===== config.mk =====
export PLATFORM = sky130hd
export DESIGN_NAME = instruction_fetch_stage_flat
export DESIGN_NICKNAME = d
export VERILOG_FILES = /design/src/rtl/instruction_fetch_stage_if.sv /design/src/rtl/instruction_fetch_stage.sv /design/src/flat_wrapper.sv
export SDC_FILE = /design/constraint.sdc
export NUM_CORES = 1
export LEC_CHECK = 0
export ABC_AREA = 1
export CORE_ASPECT_RATIO = 0.7
export CORE_MARGIN = 5
export CORE_UTILIZATION = 47
export CTS_BUF_LIST = sky130_fd_sc_hd__clkbuf_4 sky130_fd_sc_hd__clkbuf_8
export DETAILED_ROUTE_END_ITERATION = 8
export GPL_TIMING_DRIVEN = 0
export MAX_ROUTING_LAYER = met4
export PLACE_DENSITY = 0.8
export RECOVER_POWER = 25
export SYNTH_ARGS = -nofsm -noshare
export SYNTH_HDL_FRONTEND = slang
export SYNTH_SLANG_ARGS = --single-unit

===== constraint.sdc =====
create_clock -name clk -period 2.1 [get_ports clk]
set_input_delay 0.42 -clock clk [delete_from_list [all_inputs] [get_ports clk]]
set_output_delay 0.42 -clock clk [all_outputs]
set_load 0.005 [all_outputs]

===== src/rtl/instruction_fetch_stage_if.sv =====
// -----------------------------------------------------------------------------
// instruction_fetch_stage_if
// Bundles the fetch stage's bus signals: redirect/stall requests from the
// decode/hazard logic, the program ROM address/data pair and the IF/ID
// pipeline register outputs.
//   slave  : view of the fetch stage itself (requests and ROM data in,
//            PC / ROM address / IF/ID contents out)
//   master : view of the surrounding pipeline and ROM (drives requests and
//            ROM data, observes fetch outputs)
// -----------------------------------------------------------------------------
interface instruction_fetch_stage_if #(
  parameter int DATA_WIDTH = 32
);
  logic                  Stall;
  logic                  BranchTaken;
  logic [15:0]           BranchImm;
  logic                  Jump;
  logic [25:0]           JumpIndex;
  logic                  JumpReg;
  logic [DATA_WIDTH-1:0] RegTarget;
  logic [DATA_WIDTH-1:0] ID_PC_Plus4;
  logic [DATA_WIDTH-1:0] Instruction_IF;
  logic [DATA_WIDTH-1:0] ROM_Address;
  logic [DATA_WIDTH-1:0] PC;
  logic [DATA_WIDTH-1:0] Instruction_ID;
  logic [DATA_WIDTH-1:0] PC_Plus4_ID;
  logic                  Valid_ID;
  logic                  AlignErr;

  modport slave (
    input  Stall, BranchTaken, BranchImm, Jump, JumpIndex, JumpReg,
           RegTarget, ID_PC_Plus4, Instruction_IF,
    output ROM_Address, PC, Instruction_ID, PC_Plus4_ID, Valid_ID, AlignErr
  );

  modport master (
    output Stall, BranchTaken, BranchImm, Jump, JumpIndex, JumpReg,
           RegTarget, ID_PC_Plus4, Instruction_IF,
    input  ROM_Address, PC, Instruction_ID, PC_Plus4_ID, Valid_ID, AlignErr
  );
endinterface


===== src/rtl/instruction_fetch_stage.sv =====
// -----------------------------------------------------------------------------
// instruction_fetch_stage
// Owns the program counter, drives the asynchronous program ROM address and
// captures the fetched instruction into the IF/ID pipeline register. Stall
// holds the stage; any redirect (jr > j > branch) loads the target PC and
// flushes the wrong-path fetch with a NOP bubble.
// Ports:
//   clk   : rising-edge clock
//   reset : asynchronous active-low reset
//   bus   : instruction_fetch_stage_if.slave (requests, ROM data, outputs)
// -----------------------------------------------------------------------------
module instruction_fetch_stage #(
  parameter int                    DATA_WIDTH = 32,
  parameter logic [DATA_WIDTH-1:0] RESET_PC   = 32'h0040_0000,
  parameter logic [DATA_WIDTH-1:0] TEXT_BASE  = 32'h0040_0000,
  parameter logic [DATA_WIDTH-1:0] NOP_WORD   = 32'h0000_0000
) (
  input  logic                      clk,
  input  logic                      reset,
  instruction_fetch_stage_if.slave  bus
);

  localparam logic [DATA_WIDTH-1:0] PC_STEP = DATA_WIDTH'(32'd4);
  localparam logic [DATA_WIDTH-1:0] ZERO_W  = DATA_WIDTH'(32'd0);

  typedef enum logic [0:0] {
    ST_FILL = 1'b0,
    ST_RUN  = 1'b1
  } state_t;

  state_t                r_state;
  state_t                w_state_nxt;
  logic [DATA_WIDTH-1:0] r_pc;
  logic [DATA_WIDTH-1:0] r_instr;
  logic [DATA_WIDTH-1:0] r_pc_plus4;
  logic                  r_valid;
  logic                  r_align_err;

  logic [DATA_WIDTH-1:0] w_pc_nxt;
  logic [DATA_WIDTH-1:0] w_instr_nxt;
  logic [DATA_WIDTH-1:0] w_pc_plus4_nxt;
  logic                  w_valid_nxt;
  logic                  w_align_err_nxt;

  logic                  w_redirect;
  logic [DATA_WIDTH-1:0] w_pc_plus4;
  logic [DATA_WIDTH-1:0] w_branch_off;
  logic [DATA_WIDTH-1:0] w_target;

  assign w_redirect   = bus.JumpReg | bus.Jump | bus.BranchTaken;
  assign w_pc_plus4   = r_pc + PC_STEP;
  // Sign-extended word offset; the add below wraps modulo 2^DATA_WIDTH.
  assign w_branch_off = {{(DATA_WIDTH-18){bus.BranchImm[15]}}, bus.BranchImm, 2'b00};

  // Redirect target selection, jr has priority over j over branch.
  always_comb begin
    w_target = ZERO_W;
    if (bus.JumpReg) begin
      w_target = {bus.RegTarget[DATA_WIDTH-1:2], 2'b00};
    end else if (bus.Jump) begin
      w_target = {bus.ID_PC_Plus4[DATA_WIDTH-1:28], bus.JumpIndex, 2'b00};
    end else begin
      w_target = bus.ID_PC_Plus4 + w_branch_off;
    end
  end

  // Next-state and next-datapath values; FILL and RUN share the datapath rules.
  always_comb begin
    w_state_nxt     = r_state;
    w_pc_nxt        = r_pc;
    w_instr_nxt     = r_instr;
    w_pc_plus4_nxt  = r_pc_plus4;
    w_valid_nxt     = r_valid;
    w_align_err_nxt = 1'b0;

    if (w_redirect) begin
      // Flush the wrong-path fetch; redirect wins over Stall.
      w_pc_nxt        = w_target;
      w_instr_nxt     = NOP_WORD;
      w_pc_plus4_nxt  = ZERO_W;
      w_valid_nxt     = 1'b0;
      w_align_err_nxt = bus.JumpReg & (|bus.RegTarget[1:0]);
    end else if (bus.Stall) begin
      w_pc_nxt        = r_pc;
    end else begin
      w_pc_nxt        = w_pc_plus4;
      w_instr_nxt     = bus.Instruction_IF;
      w_pc_plus4_nxt  = w_pc_plus4;
      w_valid_nxt     = 1'b1;
    end

    case (r_state)
      ST_FILL: begin
        if (w_redirect || !bus.Stall) begin
          w_state_nxt = ST_RUN;
        end else begin
          w_state_nxt = ST_FILL;
        end
      end
      ST_RUN:  w_state_nxt = ST_RUN;
      default: w_state_nxt = ST_FILL;
    endcase
  end

  // State, PC and IF/ID register update.
  always_ff @(posedge clk or negedge reset) begin
    if (!reset) begin
      r_state     <= ST_FILL;
      r_pc        <= RESET_PC;
      r_instr     <= NOP_WORD;
      r_pc_plus4  <= ZERO_W;
      r_valid     <= 1'b0;
      r_align_err <= 1'b0;
    end else begin
      r_state     <= w_state_nxt;
      r_pc        <= w_pc_nxt;
      r_instr     <= w_instr_nxt;
      r_pc_plus4  <= w_pc_plus4_nxt;
      r_valid     <= w_valid_nxt;
      r_align_err <= w_align_err_nxt;
    end
  end

  // ROM address depends only on the PC register, never on request inputs.
  assign bus.ROM_Address    = r_pc - TEXT_BASE;
  assign bus.PC             = r_pc;
  assign bus.Instruction_ID = r_instr;
  assign bus.PC_Plus4_ID    = r_pc_plus4;
  assign bus.Valid_ID       = r_valid;
  assign bus.AlignErr       = r_align_err;

endmodule


===== src/flat_wrapper.sv =====
// flat-port wrapper written by rule: the top's interface ports become plain ports
module instruction_fetch_stage_flat 
#(
  parameter int                    DATA_WIDTH = 32,
  parameter logic [DATA_WIDTH-1:0] RESET_PC   = 32'h0040_0000,
  parameter logic [DATA_WIDTH-1:0] TEXT_BASE  = 32'h0040_0000,
  parameter logic [DATA_WIDTH-1:0] NOP_WORD   = 32'h0000_0000
)
  (clk, reset, bus_Stall, bus_BranchTaken, bus_BranchImm, bus_Jump, bus_JumpIndex, bus_JumpReg, bus_RegTarget, bus_ID_PC_Plus4, bus_Instruction_IF, bus_ROM_Address, bus_PC, bus_Instruction_ID, bus_PC_Plus4_ID, bus_Valid_ID, bus_AlignErr);
  instruction_fetch_stage_if #(.DATA_WIDTH(DATA_WIDTH)) bus_i ();
  input  logic clk;
  input  logic reset;
  input wire logic [$bits(bus_i.Stall)-1:0] bus_Stall;
  input wire logic [$bits(bus_i.BranchTaken)-1:0] bus_BranchTaken;
  input wire logic [$bits(bus_i.BranchImm)-1:0] bus_BranchImm;
  input wire logic [$bits(bus_i.Jump)-1:0] bus_Jump;
  input wire logic [$bits(bus_i.JumpIndex)-1:0] bus_JumpIndex;
  input wire logic [$bits(bus_i.JumpReg)-1:0] bus_JumpReg;
  input wire logic [$bits(bus_i.RegTarget)-1:0] bus_RegTarget;
  input wire logic [$bits(bus_i.ID_PC_Plus4)-1:0] bus_ID_PC_Plus4;
  input wire logic [$bits(bus_i.Instruction_IF)-1:0] bus_Instruction_IF;
  output wire logic [$bits(bus_i.ROM_Address)-1:0] bus_ROM_Address;
  output wire logic [$bits(bus_i.PC)-1:0] bus_PC;
  output wire logic [$bits(bus_i.Instruction_ID)-1:0] bus_Instruction_ID;
  output wire logic [$bits(bus_i.PC_Plus4_ID)-1:0] bus_PC_Plus4_ID;
  output wire logic [$bits(bus_i.Valid_ID)-1:0] bus_Valid_ID;
  output wire logic [$bits(bus_i.AlignErr)-1:0] bus_AlignErr;
  assign bus_i.Stall = bus_Stall;
  assign bus_i.BranchTaken = bus_BranchTaken;
  assign bus_i.BranchImm = bus_BranchImm;
  assign bus_i.Jump = bus_Jump;
  assign bus_i.JumpIndex = bus_JumpIndex;
  assign bus_i.JumpReg = bus_JumpReg;
  assign bus_i.RegTarget = bus_RegTarget;
  assign bus_i.ID_PC_Plus4 = bus_ID_PC_Plus4;
  assign bus_i.Instruction_IF = bus_Instruction_IF;
  assign bus_ROM_Address = bus_i.ROM_Address;
  assign bus_PC = bus_i.PC;
  assign bus_Instruction_ID = bus_i.Instruction_ID;
  assign bus_PC_Plus4_ID = bus_i.PC_Plus4_ID;
  assign bus_Valid_ID = bus_i.Valid_ID;
  assign bus_AlignErr = bus_i.AlignErr;
  instruction_fetch_stage #(.DATA_WIDTH(DATA_WIDTH), .RESET_PC(RESET_PC), .TEXT_BASE(TEXT_BASE), .NOP_WORD(NOP_WORD)) u_core (.clk(clk), .reset(reset), .bus(bus_i));
endmodule

==> Word-level counts from Yosys, hierarchy flattened <==
Index checks and enable logic that the tools add are counted.
{ "word_totals": {"ff_bits": 98, "input_bits": 144, "output_inout_bits": 130, "elab_cells": 23} }
{ "classes": {"add_sub_neg": 3, "eq_ne": 1, "mux": 10, "n_bitwise": 3, "n_reduce_logical": 1} }
{ "op_table": {"columns": ["cell", "n"], "rows": [
  ["32-bit 2-to-1 mux", 7],
  ["32-bit by 3-bit adder with 32-bit output, second input constant", 1],
  ["32-bit adder", 1],
  ["32-bit by 23-bit subtractor with 32-bit output, second input constant", 1],
  ["1-bit 2-to-1 mux", 3],
  ["2-bit by 1-bit inequality test with 1-bit output, second input constant", 1],
  ["1-bit bitwise OR", 2],
  ["2-bit OR reduction", 1],
  ["1-bit bitwise AND", 1]
]} }

==> Depth between registers and ports, before layout <==
Gate-level depths: netlist of run 1.
{ "depth": {"ltp_word": 4, "mapped_depth": 15, "mapped_depth_nobuf": 15} }

==> Worst setup path before layout of run 1 <==
No wires, ideal clock.
{ "synth_path": {"path_kind": "input to register", "startpoint": "input bus_ID_PC_Plus4[2]", "endpoint": "register u_core.r_pc[26] (netlist: u_core.bus.PC[26])", "setup_ns": 0.077, "arrival_ns": 1.952, "required_ns": 2.023, "path_slack_ns": 0.071, "cell_stages": 15, "n_path_buf": 0, "cell_sequence": "ha_1 fa_1 nand3_1 nand3_1 nand2_1 nand2_1 nand2_1 nand2_1 nand2_1 nand2_1 nand2_1 nand3_1 nand2_1 nand2_1 a21oi_1"} }
{ "synth_between": {"elab_chain_cells": 4} }
{ "synth_rtl": {"columns": ["element", "line_no", "rtl"], "rows": [
  ["from (decl)", "flat_wrapper.sv:20", "input wire logic [$bits(bus_i.ID_PC_Plus4)-1:0] bus_ID_PC_Plus4;"],
  ["32-bit adder", "instruction_fetch_stage.sv:63", "w_target = bus.ID_PC_Plus4 + w_branch_off;"],
  ["32-bit 2-to-1 mux", "instruction_fetch_stage.sv:60", "end else if (bus.Jump) begin"],
  ["32-bit 2-to-1 mux", "instruction_fetch_stage.sv:58", "if (bus.JumpReg) begin"],
  ["32-bit 2-to-1 mux", "instruction_fetch_stage.sv:76", "if (w_redirect) begin"],
  ["to (signal assigned)", "instruction_fetch_stage.sv:116", "r_pc <= w_pc_nxt;"],
  ["to (decl)", "instruction_fetch_stage.sv:33", "logic [DATA_WIDTH-1:0] r_pc;"]
]} }
No other way between the ends.
A chain may end at the register's enable or synchronous reset.

==> Worst setup path in the final report of run 1 <==
{ "layout_path": {"startpoint": "register u_core.r_pc[23] (netlist: u_core.bus.PC[23])", "endpoint": "output bus_ROM_Address[31]"} }
{ "layout_between": {"elab_chain_cells": 1} }
{ "layout_rtl": {"columns": ["element", "line_no", "rtl"], "rows": [
  ["32-bit by 23-bit subtractor with 32-bit output", "instruction_fetch_stage.sv:125", "assign bus.ROM_Address = r_pc - TEXT_BASE;"],
  ["to (decl)", "flat_wrapper.sv:22", "output wire logic [$bits(bus_i.ROM_Address)-1:0] bus_ROM_Address;"]
]} }
No other way between the ends.

==> flow_metrics.py, run 1 <==
metrics = {
    "worst_setup_path": {
        "crit_cells": 7,
        "reg2reg_slack_ps": 120,
        "worstPathRequired_ps": 1680,
        "reg2reg_depth": 11,
        "crit_type": "reg2out",
        "path_buf_inv": 2,
        "slowest_delay_ps": 420,
        "cp-end-kind": "output pin",
        "cpLargestDelayFamily": "simple AND/OR/NAND/NOR gates",
        "cp_cell_sequence": "buf_6 > nor2_4 > nand4_1 > nor3_2 > nand3b_1 > xor2_1 > buf_2",
        "cp_data_arrival_time_ps": 1770,
        "startpoint_type": "flip-flop",
        "cp_slowest_cell": "dfrtp_2",
        "path_max_fanout": 2,
    },
    "synth": {
        "synth_seq_cells": 98,
        "synth_top_area_cell": "dfrtp_1",
        "synth_edf_count": 0,
        "synth_top_cell_area_share_pct": 31.7,
        "synth_warnings": 0,
        "synth-async-reset-ratio_pct": 100,
        "syn_area_per_cell_sq_um": 6.51,
        "yosysSeqAreaShare_pct": 32.1,
        "synthCells": 1176,
        "synth_nets": 1353,
        "post-synth-top-count-cell": "nand2_1",
        "yosys-top-cells-area": "dfrtp_1 32%, nand2_1 18%, nor2_1 7.5%",
        "synth_common_cells": "362 x nand2_1, 152 x nor2_1, 149 x inv_1",
        "syn_area_sq_um": 7650,
        "synth_cell_type_count": 41,
        "synth_flop_cell": "dfrtp_1",
    },
    "flow_run": {
        "cap_violations": 0,
    },
    "clock_network": {
        "clock_sinks": 98,
        "cts-root-buf": "clkbuf_8",
        "htree_num_levels": 3,
        "clock_latency_ps": 380,
        "cts_made_buffers": 9,
        "cts_buffer_depth": 2,
        "cts_tree": "done",
        "clk_pin_slew_ps": 100,
    },
    "timing": {
        "grt_setup_unrepaired": "true",
        "relSlewSlack_pct": 45.3,
        "fin_crit_sh_pct": 104,
        "hold_violations": 0,
        "finalSetupTns_ps": -254,
        "slew_violations": 0,
        "fin_crit_ps": 2190,
        "clock.fmax_ghz": 0.456,
        "setup_slack_ps": -93.8,
        "fin_worst_skew_ps": 15.8,
        "tightest_slew_ps": 820,
        "finalSetupViolations": 4,
    },
    "floorplanning": {
        "initial_utilization_pct": 47.4,
        "core_sq_um": 16200,
        "fp.dieH_um": 117,
        "rows": 39,
        "dieArea_sq_um": 19000,
        "ioPinCount": 274,
        "die_x_um": 163,
    },
    "grt": {
        "grt_usage_pct": 31.9,
        "antenna_found_initial": 1,
        "grt_pass1_wl_um": 45800,
        "overflow": 0,
        "grt_pass1_vias": 8215,
        "grt_max_degree": 69,
    },
    "route": {
        "wire_per_inst_um": 18.2,
        "drt_iter0_drc": 862,
        "first_pass_iters": 5,
        "drt.antenna.violating_nets": 0,
        "vias_per_cell": 5.30,
        "num_vias": 9167,
        "drc_errors": 0,
        "routed_wl_um": 31400,
    },
    "place": {
        "placedCellCount": 1673,
        "place.gp.congestion": 0.964,
        "port_buffers": 271,
        "hpwl_um": 23800,
    },
    "cells_and_area": {
        "syn2layout_area_growth_pct": 55.8,
        "fin_cells": 1728,
        "post-route-util_pct": 73.8,
        "fill_cells": 1318,
        "fin_nets": 1674,
        "layout-drive-gt1-share_pct": 18.0,
    },
    "worst_hold_path": {
        "whs_path_depth": 2,
        "min_path_type": "in2reg",
    },
    "run_status": {
        "status": "finished, violations left",
        "violations": "setup timing",
    },
    "power_and_ir_drop": {
        "p_leak_nw": 5.93,
        "power_density_nw_per_um2": 490,
        "peakVddDrop_mv": 0.346,
    },
}
[through the flow]
| stage | hold slack (ps) | area [sq um] | power, W | setup slack (ps) |
|---|---|---|---|---|
| detailed placement | 393 | 10700 | 0.00425 | -1170 |
| global placement | 465 | 10600 | 0.00423 | -3040 |
| CTS | 460 | 11300 | 0.00561 | -101 |
| global route | 464 | 11900 | 0.00615 | -187 |
| finish | 474 | 11900 | 0.00584 | -93.8 |
| floorplan | 124 | 7650 | 0.00316 | 71.0 |
[path summary, 6_finish.rpt]
kind | from | endpoint
setup / recovery | u_core.bus.PC[23] | bus_ROM_Address[31]
setup reg to reg | u_core.bus.PC[22] | u_core.bus.PC[27]
hold / removal | bus_Stall | u_core.bus.PC_Plus4_ID[11]
hold reg to reg | u_core.bus.PC_Plus4_ID[9] | u_core.bus.PC_Plus4_ID[9]
min in group asynchronous | reset | u_core.bus.PC[24]
max in group asynchronous | reset | u_core.bus.PC[3]
[routing by layer]
metal	vias up	track usage, %	wire length, um
li1	4369	-	-
met1	4223	44.9	13400
met2	510	47.6	13800
met3	65	6.98	3500
met4	0	6.70	705
met5	-	-	0
[area by class of cell]
cell class                 instances  area (sq um)  share of cell area [%]
antenna                            1          2.50                  0.0210
tap                              225           282                    2.36
timing repair buffer             311          3050                    25.6
buffer                            59           347                    2.91
clock buffer                      10           138                    1.15
clock inverter                     6          56.3                   0.472
inverter                         152           576                    4.83
multi-input combinational        866          5010                    42.0
sequential                        98          2460                    20.6
[state kept, by name, indices dropped and copies added, names as in the netlist]
register	count
u_core.bus.Instruction_ID	32
u_core.bus.PC	32
u_core.bus.PC_Plus4_ID	32
u_core.bus.AlignErr	1
u_core.bus.Valid_ID	1
[cells in the final DEF, fill, tap and decap left out, drive strengths merged, types with 4 or more instances in the layout]
master / instances
o21bai: 4
nand4: 6
or2: 9
xor2: 11
clkbuf: 29
o21ai: 46
a22o: 32
nor3: 14
inv: 155
nor2: 159
nand3b: 4
o211ai: 10
dlygate4sd2: 5
xnor2: 8
clkdlybuf4s50: 231
dlymetal6s2s: 26
and2: 4
a21oi: 74
dfrtp: 97
buf: 88
nand3: 75
ha: 32
nand2: 365
[report_power, final]
group	leakage (nW)	internal, W	total, W	switching, W
sequential	1.28	0.00200	0.00216	0.000162
clock	0.0969	0.000489	0.00123	0.000738
combinational	4.56	0.00120	0.00245	0.00125
total	5.93	0.00369	0.00584	0.00215
[worst reg2reg max path: cells and delay by family, from the launching register on]
kind	cells	cell delay, ps
compound gates	1	50
buf+inv	3	320
flops	1	570
simple gates	7	930
[timing repair]
item	4_1_cts	5_1_grt
buffers inserted	17	22
pin swaps	17	35
endpoints found under the hold margin	29	0
gates resized for setup	116	123
endpoints found under the setup margin	40	41
hold buffers	1	0
[kinds of logic (layout without fill, tap and decap cells)]
kind of cell / after synthesis / count (layout) / synth area share [%]
other: 0 / 1 / 0
buffers and inverters: 212 / 538 / 12.0
XOR/XNOR: 19 / 19 / 2.17
AO/OA/AOI/OAI: 175 / 175 / 14.0
flip-flops: 98 / 98 / 32.1
adder cells (fa/ha/maj): 33 / 33 / 5.49
AND/OR/NAND/NOR: 639 / 639 / 34.2
Power figures use the tool's default switching activity.
==> inputs of run 2 (changes only) <==
- CORE_MARGIN: 5 -> not set
==> flow_metrics.py, run 2 (synthesis results as in run 1) <==
metrics = {
    "run_status": {
        "status": "finished, violations left",
        "violations": "setup timing",
    },
    "worst_setup_path": {
        "reg2reg_slack_ps": 140,
        "startpoint_type": "flip-flop",
        "reg2reg_to": "u_core.bus.PC[29]",
        "endpoint": "bus_ROM_Address[31]",
        "reg2reg_depth": 9,
        "cp_data_arrival_time_ps": 1920,
        "cp-end-kind": "output pin",
        "startpoint": "u_core.bus.PC[23]",
        "path_max_fanout": 2,
        "reg2reg_from": "u_core.bus.PC[6]",
        "worstPathRequired_ps": 1680,
        "crit_type": "reg2out",
    },
    "grt": {
        "overflow": 0,
        "grt_max_degree": 72,
        "grt_usage_pct": 35.8,
        "grt_pass1_wl_um": 44400,
        "antenna_found_initial": 0,
        "grt_pass1_vias": 8210,
    },
    "clock_network": {
        "clock_latency_ps": 390,
        "clk_pin_slew_ps": 110,
        "cts_tree": "done",
        "clock_sinks": 98,
        "htree_num_levels": 3,
        "cts_made_buffers": 9,
        "cts-root-buf": "clkbuf_8",
        "cts_buffer_depth": 2,
    },
    "timing": {
        "fin_worst_skew_ps": 16.6,
        "grt_setup_unrepaired": "true",
        "tightest_slew_ps": 723,
        "fin_crit_ps": 2340,
        "hold_violations": 0,
        "finalSetupViolations": 4,
        "relSlewSlack_pct": 51.8,
        "setup_slack_ps": -238,
        "fin_crit_sh_pct": 111,
        "clock.fmax_ghz": 0.428,
        "slew_violations": 0,
    },
    "power_and_ir_drop": {
        "power_density_nw_per_um2": 491,
        "p_leak_nw": 5.92,
        "finalPower_w": 0.00586,
        "peakVddDrop_mv": 0.442,
    },
    "floorplanning": {
        "ioPinCount": 274,
        "initial_utilization_pct": 48.8,
        "dieArea_sq_um": 16800,
        "rows": 38,
        "core_sq_um": 15700,
        "fp.dieH_um": 109,
        "die_x_um": 155,
    },
    "route": {
        "drt.antenna.violating_nets": 0,
        "vias_per_cell": 5.48,
        "first_pass_iters": 5,
        "num_vias": 9320,
        "wire_per_inst_um": 18.0,
        "routed_wl_um": 30700,
        "drt_iter0_drc": 870,
        "drc_errors": 0,
    },
    "place": {
        "port_buffers": 271,
        "place.gp.congestion": 0.977,
        "placed_area_sq_um": 10600,
        "placedCellCount": 1648,
        "hpwl_um": 23200,
    },
    "cells_and_area": {
        "layout-drive-gt1-share_pct": 18.9,
        "ff_latch_area_sq_um": 2460,
        "fill_cells": 1215,
        "mostFrequentLayoutCell": "nand2_1",
        "diodes": 0,
        "syn2layout_area_growth_pct": 56.1,
        "fin_nets": 1674,
        "stdcell_area_sq_um": 11900,
        "final_cell_mix": "316 x nand2_1, 230 x clkdlybuf4s50_1, 145 x inv_1",
        "multi_input_area_sq_um": 5090,
        "fin_cells": 1702,
    },
    "flow_run": {
        "cap_violations": 0,
    },
    "worst_hold_path": {
        "min_path_type": "in2reg",
    },
}
-- run 2: cell types whose count changed in the layout (fill, tap and decap cells not counted), moves of 3 or more --
cell and delta:
dlygate4sd2_1 +3, nor3_1 -5, nor3_2 +4, nand2_1 -4
dlymetal6s2s_1 -3
-- run 2: layout make-up --
type / count / share of cell area, %
inverters: 152 / 4.82
flip-flops and latches: 98 / 20.6
repair buffers: 310 / 25.3
clock inverters: 6 / 0.503
multi-input cells: 866 / 42.6
clock buffers: 10 / 1.15
well taps: 200 / 2.09
plain buffers: 60 / 3.01
-- run 2: worst max-delay path, cell delays in order (launching register included) --
cell,delay [ps]
dfrtp_2,430
buf_6,130
nor2_4,80
nand4_1,140
nor3_2,200
buf_4,140
nand3b_1,80
xor2_1,170
buf_2,140
-- run 2: timing repair --
action                                 4_1_cts  5_1_grt
endpoints found under the hold margin       26        0
pin swaps                                   18       45
hold buffers                                 1        0
setup endpoints to repair                   37       40
setup buffers                               21       17
resized for setup                           95      161
-- run 2: worst min path at each step --
| stage | start | to | depth (start not counted) |
|---|---|---|---|
| 6_report | bus_Stall | u_core.bus.PC_Plus4_ID[13] | 2 |
| 5_1_grt | bus_Stall | u_core.bus.PC_Plus4_ID[13] | 2 |
| 4_1_cts | bus_Stall | u_core.bus.PC_Plus4_ID[13] | 2 |
| 3_5_place_dp | reset | u_core.bus.PC_Plus4_ID[24] | 1 |
| 3_3_place_gp | u_core.bus.PC_Plus4_ID[16] | u_core.bus.PC_Plus4_ID[16] | 2 |
| 2_1_floorplan | reset | u_core.bus.AlignErr | 0 |
-- run 2: through the flow --
stage,worst slack [ps],hold WS [ps],util (%),setup TNS [ps]
finish,-238,457,76.1,-453
global route,-272,447,76.1,-879
CTS,-200,446,71.9,-596
detailed placement,-1160,366,67.8,-29900
global placement,-3040,465,67.7,-323030
floorplan,71.0,124,-,0
-- run 2: report_power, final --
group / total (W) / internal, W / switching (W)
clock: 0.00123 / 0.000488 / 0.000747
sequential: 0.00216 / 0.00200 / 0.000161
combinational: 0.00247 / 0.00120 / 0.00126
-- run 2: layer usage --
layer / part of all wire (%) / GRT usage (%)
met1: 43 / 48.6
met2: 44 / 54.0
met3: 11 / 8.11
met4: 2.7 / 8.84
met5: 0 / -
==> inputs of run 3 (changes only) <==
- REMOVE_ABC_BUFFERS: not set -> 1
- SKIP_LAST_GASP: not set -> 1
- TNS_END_PERCENT: not set -> 50
==> flow_metrics.py, run 3 (synthesis results as in run 1) <==
metrics = {
    "worst_setup_path": {
        "cp_data_arrival_time_ps": 1860,
        "path_max_fanout": 2,
        "cp-end-kind": "output pin",
        "startpoint_type": "flip-flop",
        "worstPathRequired_ps": 1680,
        "crit_type": "reg2out",
    },
    "cells_and_area": {
        "diodes": 0,
        "fin_nets": 1626,
        "syn2layout_area_growth_pct": 54.3,
        "fill_cells": 1193,
        "final_cell_mix": "322 x nand2_1, 227 x clkdlybuf4s50_1, 142 x inv_1",
        "layout-drive-gt1-share_pct": 16.9,
        "mostFrequentLayoutCell": "nand2_1",
        "stdcell_area_sq_um": 11800,
    },
    "power_and_ir_drop": {
        "switching_power_w": 0.00214,
        "clkPwrFrac_pct": 22.6,
        "power_frac_comb_pct": 40.4,
        "peakVddDrop_mv": 0.343,
        "p_sw_share_pct": 36.6,
        "p_leak_nw": 5.84,
        "power_density_nw_per_um2": 496,
        "seqPwrFrac_pct": 37.0,
        "intPower_w": 0.00371,
        "finalPower_w": 0.00586,
    },
    "grt": {
        "grt_pass1_wl_um": 43200,
        "grt_usage_pct": 34.6,
        "overflow": 0,
        "grt_pass1_vias": 8064,
        "antenna_found_initial": 0,
        "grt_max_degree": 73,
    },
    "timing": {
        "grt_setup_unrepaired": "true",
        "whs_ps": 490,
        "slew_violations": 0,
        "fin_worst_skew_ps": 12.9,
        "clock.fmax_ghz": 0.439,
        "tightest_slew_ps": 981,
        "setup_slack_ps": -176,
        "finalSetupTns_ps": -560,
        "relSlewSlack_pct": 34.5,
        "fin_crit_ps": 2280,
        "hold_violations": 0,
        "fin_crit_sh_pct": 108,
        "finalSetupViolations": 11,
    },
    "place": {
        "place.gp.congestion": 0.967,
        "hpwl_um": 20900,
        "port_buffers": 273,
        "placed_area_sq_um": 10300,
    },
    "route": {
        "wire_per_inst_um": 17.9,
        "vias_per_cell": 5.44,
        "routed.top_layer": "met4",
        "routed_wl_um": 29500,
        "met2_length_um": 13200,
        "drt_iter0_drc": 703,
        "first_pass_iters": 7,
        "drc_errors": 0,
        "num_vias": 8997,
        "dr_wl_met3_um": 2920,
        "drt.antenna.violating_nets": 0,
        "met1_length_um": 12400,
    },
    "run_status": {
        "violations": "setup timing",
        "status": "finished, violations left",
    },
    "floorplanning": {
        "die_x_um": 155,
        "dieArea_sq_um": 16800,
        "ioPinCount": 274,
        "core_sq_um": 15700,
        "rows": 38,
        "initial_utilization_pct": 48.8,
        "fp.dieH_um": 109,
    },
    "worst_hold_path": {
        "min_path_type": "reg2reg",
    },
    "clock_network": {
        "clk_pin_slew_ps": 110,
        "cts_buffer_depth": 2,
        "htree_num_levels": 3,
        "cts_made_buffers": 9,
        "cts-root-buf": "clkbuf_8",
        "clock_sinks": 98,
        "cts_tree": "done",
        "clock_latency_ps": 380,
    },
    "flow_run": {
        "cap_violations": 0,
    },
}
run 3: cell types whose count changed in the layout (fill, tap and decap cells not counted), moves of 6 or more:
cell | before | now
buf_2 | 20 | 3
buf_4 | 63 | 43
clkbuf_1 | 11 | 0
dlymetal6s2s_1 | 23 | 30
nand2_1 | 316 | 322
nand2_2 | 38 | 30
nor2_2 | 18 | 12
nor2_4 | 11 | 19
run 3: metal layers:
layer  vias up  track usage, %
li1       4273               -
met1      4156            45.5
met2       498            53.1
met3        70            7.15
met4         0            12.4
met5         -               -
run 3: through the flow:
stage / setup slack (ps) / instances / utilization, %
after CTS: -224 / 1635 / 71.0
after global routing: -248 / 1654 / 75.3
after detailed placement: -2380 / 1591 / 66.0
after floorplan: -2090 / 1116 / -
final: -176 / 1654 / 75.3
after global placement: -5980 / 1589 / 65.6
run 3: path summary, 6_finish.rpt:
path	from	to	slack, ps	cells past startpoint
worst min-delay path	u_core.bus.PC_Plus4_ID[8]	u_core.bus.PC_Plus4_ID[8]	490	2
min in group asynchronous	reset	u_core.bus.PC_Plus4_ID[22]	620	2
max in group asynchronous	reset	u_core.bus.PC[2]	360	3
worst max-delay path	u_core.bus.PC[24]	bus_ROM_Address[31]	-180	7
worst min register to register	u_core.bus.PC_Plus4_ID[8]	u_core.bus.PC_Plus4_ID[8]	490	2
worst max register to register	u_core.bus.PC[6]	u_core.bus.PC[27]	-70	8
run 3: final cells by class:
type	count	area, sq um	area share, %
Multi-Input combinational cell	868	5160	43.7
Timing Repair Buffer	319	3130	26.5
Sequential cell	98	2460	20.9
Inverter	152	579	4.91
Tap cell	200	250	2.12
Clock buffer	9	124	1.05
Clock inverter	7	92.6	0.784
Timing Repair inverter	1	7.51	0.0636
run 3: power groups by stage:
stage	registers (W)	clock network (W)	logic, W
after CTS	0.00216	0.00135	0.00212
final	0.00217	0.00133	0.00237
after floorplan	0.00218	0	0.000878
after global placement	0.00220	0	0.00190
after global routing	0.00219	0.00142	0.00255
after detailed placement	0.00221	0	0.00193
run 3: timing repair:
action                                  CTS  global route
resized for setup                       115           155
cloned                                    3             0
setup buffers                            24            19
pin swaps                                24            50
hold buffers                              1             0
endpoints found under the hold margin    26             0
endpoints found under the setup margin  107            68
run 3: critical path, stage by stage (launching register included):
cell and delay (ps):
dfrtp_2 450, nor2_4 120, nand4_1 120, nor3_2 200, buf_4 150, nand3b_1 110, xor2_2 190, buf_2 140
